### config.mk
export PLATFORM = sky130hd
export DESIGN_NAME = retire_trace_buf
export DESIGN_NICKNAME = d
export VERILOG_FILES = /design/src/rtl/retire_trace_buf.sv
export SDC_FILE = /design/constraint.sdc
export NUM_CORES = 1
export LEC_CHECK = 0
export CAP_MARGIN = 15
export CORE_AREA = 2 2 217 304
export CTS_CLUSTER_DIAMETER = 100
export CTS_CLUSTER_SIZE = 12
export DETAILED_ROUTE_END_ITERATION = 8
export DIE_AREA = 0 0 219 306
export PLACE_DENSITY = 0.55
export SKIP_LAST_GASP = 1
export SYNTH_ARGS = -nofsm -noshare
export SYNTH_HDL_FRONTEND = slang
export SYNTH_SLANG_ARGS = --single-unit
### constraint.sdc
create_clock -name clk -period 14.4 [get_ports clk]
set_clock_uncertainty 0.1 [all_clocks]
set_input_delay 2.88 -clock clk [delete_from_list [all_inputs] [get_ports clk]]
set_output_delay 2.88 -clock clk [all_outputs]
set_load 0.02 [all_outputs]
### src/rtl/retire_trace_buf.sv
// Retirement trace buffer: captures retired instructions from WB into a tagged FIFO
// and streams them to the difftest host, with back-pressure or drop-on-full.
module retire_trace_buf #(
  parameter int unsigned XLEN       = 32,
  parameter int unsigned DEPTH      = 8,
  parameter int unsigned SKID       = 2,
  parameter int unsigned STALL_MODE = 1,
  parameter int unsigned SEQ_W      = 8
) (
  input  logic                       clk,
  input  logic                       resetn,
  input  logic                       commit_valid_i,
  input  logic [XLEN-1:0]            commit_pc_i,
  input  logic [4:0]                 commit_rd_i,
  input  logic [XLEN-1:0]            commit_data_i,
  input  logic                       commit_wen_i,
  input  logic                       clear_i,
  output logic                       stall_o,
  output logic                       trace_valid_o,
  input  logic                       trace_ready_i,
  output logic [XLEN-1:0]            trace_pc_o,
  output logic [4:0]                 trace_rd_o,
  output logic [XLEN-1:0]            trace_data_o,
  output logic                       trace_wen_o,
  output logic [SEQ_W-1:0]           trace_seq_o,
  output logic [$clog2(DEPTH):0]     level_o,
  output logic [15:0]                drop_cnt_o,
  output logic                       overflow_o
);

  localparam int unsigned AW = $clog2(DEPTH);
  localparam int unsigned PW = AW + 1;
  localparam logic [PW-1:0] STALL_THR = PW'(DEPTH - SKID);

  typedef struct packed {
    logic [XLEN-1:0]  pc;
    logic [4:0]       rd;
    logic [XLEN-1:0]  data;
    logic             wen;
    logic [SEQ_W-1:0] seq;
  } entry_t;

  entry_t            mem [DEPTH];
  entry_t            wr_entry;
  entry_t            head;
  logic [PW-1:0]     wr_ptr;
  logic [PW-1:0]     rd_ptr;
  logic [PW-1:0]     level;
  logic [PW-1:0]     level_nxt;
  logic [SEQ_W-1:0]  seq_cnt;
  logic [15:0]       drop_cnt;
  logic              overflow;
  logic              stall;
  logic              empty;
  logic              full;
  logic              push;
  logic              pop;
  logic              drop;

  // Pointer state: the extra MSB is the wrap bit that separates full from empty.
  assign empty = (wr_ptr == rd_ptr);
  assign full  = (wr_ptr[AW-1:0] == rd_ptr[AW-1:0]) && (wr_ptr[AW] != rd_ptr[AW]);
  assign level = wr_ptr - rd_ptr;

  assign pop  = !empty && trace_ready_i;
  assign push = commit_valid_i && !clear_i && (!full || pop);
  assign drop = commit_valid_i && !clear_i && full && !pop;

  assign wr_entry = '{pc: commit_pc_i, rd: commit_rd_i, data: commit_data_i,
                      wen: commit_wen_i, seq: seq_cnt};

  // Occupancy after this cycle's update; feeds the registered stall decision.
  always_comb begin
    level_nxt = level;
    if (clear_i) begin
      level_nxt = '0;
    end else if (push && !pop) begin
      level_nxt = level + PW'(1);
    end else if (pop && !push) begin
      level_nxt = level - PW'(1);
    end
  end

  always_ff @(posedge clk) begin
    if (!resetn) begin
      wr_ptr   <= '0;
      rd_ptr   <= '0;
      seq_cnt  <= '0;
      drop_cnt <= '0;
      overflow <= 1'b0;
      stall    <= 1'b0;
    end else begin
      if (clear_i) begin
        wr_ptr <= '0;
        rd_ptr <= '0;
      end else begin
        if (push) wr_ptr <= wr_ptr + PW'(1);
        if (pop)  rd_ptr <= rd_ptr + PW'(1);
      end
      // Dropped commits still consume a tag so the host can see the gap.
      if (commit_valid_i && !clear_i) seq_cnt <= seq_cnt + SEQ_W'(1);
      if (drop) begin
        overflow <= 1'b1;
        if (drop_cnt != 16'hFFFF) drop_cnt <= drop_cnt + 16'd1;
      end
      stall <= (STALL_MODE != 0) && (level_nxt >= STALL_THR);
    end
  end

  // Payload storage has no reset; the head is masked while the buffer is empty.
  always_ff @(posedge clk) begin
    if (resetn && push) mem[wr_ptr[AW-1:0]] <= wr_entry;
  end

  always_comb begin
    head = '0;
    if (!empty) head = mem[rd_ptr[AW-1:0]];
  end

  assign trace_valid_o = !empty;
  assign trace_pc_o    = head.pc;
  assign trace_rd_o    = head.rd;
  assign trace_data_o  = head.data;
  assign trace_wen_o   = head.wen;
  assign trace_seq_o   = head.seq;
  assign level_o       = level;
  assign drop_cnt_o    = drop_cnt;
  assign overflow_o    = overflow;
  assign stall_o       = stall;

endmodule

==> results by group <==
Run status
  • Outcome: complete, no violations

Logic synthesis
  • Cell Area, Synth: 25420 µm²
  • Distinct cell type count after synthesis: 42
  • Syn Area/Cell: 21.08 µm²
  • Top cell type's share of synthesized area: 73.70%
  • YS warnings: 0
  • Post-Syn Instances: 1206
  • Most used DFF post-synth: edfxtp_1
  • Number of flops mapped to enable cells by yosys: 624
  • Syn nets: 1292
  • Count of state elements after synthesis: 661
  • Ys async rst share: 0%
  • Synth top area cells: edfxtp_1, mux4_2, mux2i_1
  • Cell taking the most area after synthesis: edfxtp_1
  • Sequential area share after synthesis: 76.61%

Global routing
  • GR Overflow Total: 0
  • Tot GR Track Use: 17.03%
  • Initial antenna violation count: 1
  • First-pass GRT wire length: 84380 µm
  • Vias in the first global route: 13020
  • Pin count of the biggest net entering global routing: 60

Die
  • Starting Density: 39.64%
  • Rows: 110
  • DIE WIDTH: 219 µm
  • CORE AREA: 64140 µm²
  • I/O pins: 176
  • Full die area: 67010 µm²
  • Die span in y: 306 µm

Timing
  • Setup repair after global routing missed its margin: false
  • Crit path time final: 6.943 ns
  • Worst-Margin Slew: 1.014 ns
  • Final slew viol count: 0
  • Final Hold Violating Endpoints: 0
  • Slew HR: 32.37%
  • Fmax achieved: 144.0 MHz
  • Setup tns final: 0 ns
  • Tcrit/Tclk final: 48.21%
  • Final setup vio count: 0

Setup path
  • CP required: 11.42 ns
  • Arrival @ worst endpoint: 3.96 ns
  • Worst setup path category: reg2out
  • Crit Path Max Fanout: 47
  • Startpoint Class: flop
  • Critical Path Sink Type: output port

Routing
  • Drt first pass iters: 5
  • Via count: 12130
  • Final wirelength: 55980 µm
  • Starting DRT DRC Count: 708
  • Drt via density: 5.293
  • DRC: 0
  • Detail Route Antenna Nets: 0
  • Routed wire length per instance: 24.44 µm

Final layout
  • Post-layout util: 46.74%
  • Area grow syn2layout: 17.92%
  • Register area: 19490 µm²
  • Fraction of layout cells with a size suffix above 1: 18.00%
  • Fillers: 5510
  • Multi-input logic area: 5733 µm²
  • Final Net Count: 1498

Placed design
  • I/O Buffers: 175
  • Hpwl dp: 30570 µm
  • Gpl congestion: 0.7198

CTS
  • Clock transition at the registers of the reported paths: 0.06 ns
  • Worst skew pair latency: 0.62 ns
  • Post-CTS Resized: 0
  • CTS root buf: clkbuf_16
  • CTS tree: built
  • CTS buffer count: 61
  • Clk buf depth: 3
  • Postcts setup bufs: 0
  • Clock H-tree levels: 2
  • Clk sinks: 661
  • # hold bufs at CTS: 0

Power
  • Total Power: 3.683 mW
  • Max VDD drop: 0.09998 mV
  • LEAKAGE: 8.908 nW
  • PD cells: 122.8 nW/µm²

Job
  • Max-cap violations: 0

Worst hold path
  • Min-Delay Path Class: reg2reg
-- state kept, by name, indices dropped and copies added (netlist names), named ones only --
| signal | count |
|---|---|
| stall_o | 1 |
| mem | 624 |
| seq_cnt | 8 |
| rd_ptr | 4 |
| overflow_o | 1 |
| drop_cnt_o | 16 |
| wr_ptr | 4 |
-- worst max-delay path, stage by stage, from the launching register on --
cell and delay [ns]:
dfxtp_1 0.50, inv_1 0.11, ha_1 0.41, nand3_1 0.17, nor2_4 0.10, buf_4 0.48
buf_4 0.66, nor2_1 0.26, clkdlybuf4s50_1 0.60
-- cells in the mapped netlist (3+ instances only) --
cell type,instances
ha_1,10
dfxtp_1,37
mux2i_1,81
edfxtp_1,624
nor2_1,107
mux4_2,156
nand4_1,8
nor3_1,5
nand2_1,16
xor2_1,12
or4_1,3
and3_1,3
buf_2,19
o31ai_1,3
xnor2_1,10
nor4_1,3
a21oi_1,12
buf_1,9
o21ai_0,8
nand3_1,11
inv_1,9
o21a_1,3
or3_1,7
clkbuf_1,30
-- metal layers --
layer | vias up | GRT usage [%] | part of all wire [%]
li1 | 5334 | - | -
met1 | 6505 | 22.47 | 43
met2 | 218 | 29.57 | 52
met3 | 70 | 2.629 | 3.7
met4 | 0 | 4.180 | 1.8
met5 | - | 0 | 0
-- area by class of cell --
type	instances	share of cell area, %
antenna	1	0.008347
clock buffer	97	5.542
clock inverter	4	0.1628
inverter	9	0.1127
multi-input combinational	478	19.12
sequential	661	65.01
tap	840	3.506
timing repair buffer	201	6.536
-- cell families (layout without fill, tap and decap cells) --
logic type | after synthesis | in the layout | synth area share (%)
flops | 661 | 661 | 76.61
mux | 237 | 237 | 17.01
simple gates | 171 | 171 | 2.982
buf+inv | 67 | 311 | 1.083
compound gates | 35 | 35 | 0.8317
xor+xnor | 24 | 24 | 0.9104
fa+ha+maj | 11 | 11 | 0.5709
other cells | 0 | 1 | 0
-- layout by cell type (no fill, tap or decap), types with 10 or more instances in the layout --
| cell | netlist | routed |
|---|---|---|
| edfxtp_1 | 624 | 624 |
| clkdlybuf4s50_1 | 0 | 175 |
| mux4_2 | 156 | 156 |
| nor2_1 | 107 | 100 |
| mux2i_1 | 81 | 81 |
| clkbuf_16 | 0 | 61 |
| clkbuf_1 | 30 | 36 |
| dfxtp_1 | 37 | 34 |
| buf_4 | 0 | 25 |
| nand2_1 | 16 | 16 |
| xor2_1 | 12 | 12 |
| a21oi_1 | 12 | 12 |
| nand3_1 | 11 | 11 |
| xnor2_1 | 10 | 10 |
| ha_1 | 10 | 10 |
-- power breakdown --
group / switching (mW) / internal [mW] / leakage (nW)
clock network: 0.671 / 0.784 / 0.819
logic: 0.0654 / 0.0510 / 2.18
registers: 0.00388 / 2.11 / 5.91
total: 0.740 / 2.94 / 8.91
-- metrics by stage --
stage	instances	setup WS, ns	hold WS (ns)	instance area (µm²)
finish	2291	7.457	0.3516	29980
global route	2291	7.155	0.3777	29980
CTS	2289	7.038	0.3583	29960
detailed placement	2188	7.485	0.3467	28250
global placement	2188	7.470	0.3384	28250
floorplan	1206	4.565	0.3804	25420
-- path summary, 6_finish.rpt --
path,start,to,slack [ns],cells past startpoint
setup / recovery,wr_ptr[0],trace_seq_o[1],7.46,8
hold / removal,overflow_o,overflow_o,0.35,2
setup reg to reg,wr_ptr[0],mem[7][23],10.06,8
hold reg to reg,overflow_o,overflow_o,0.35,2
No activity file was read; power rests on OpenSTA's default activity.
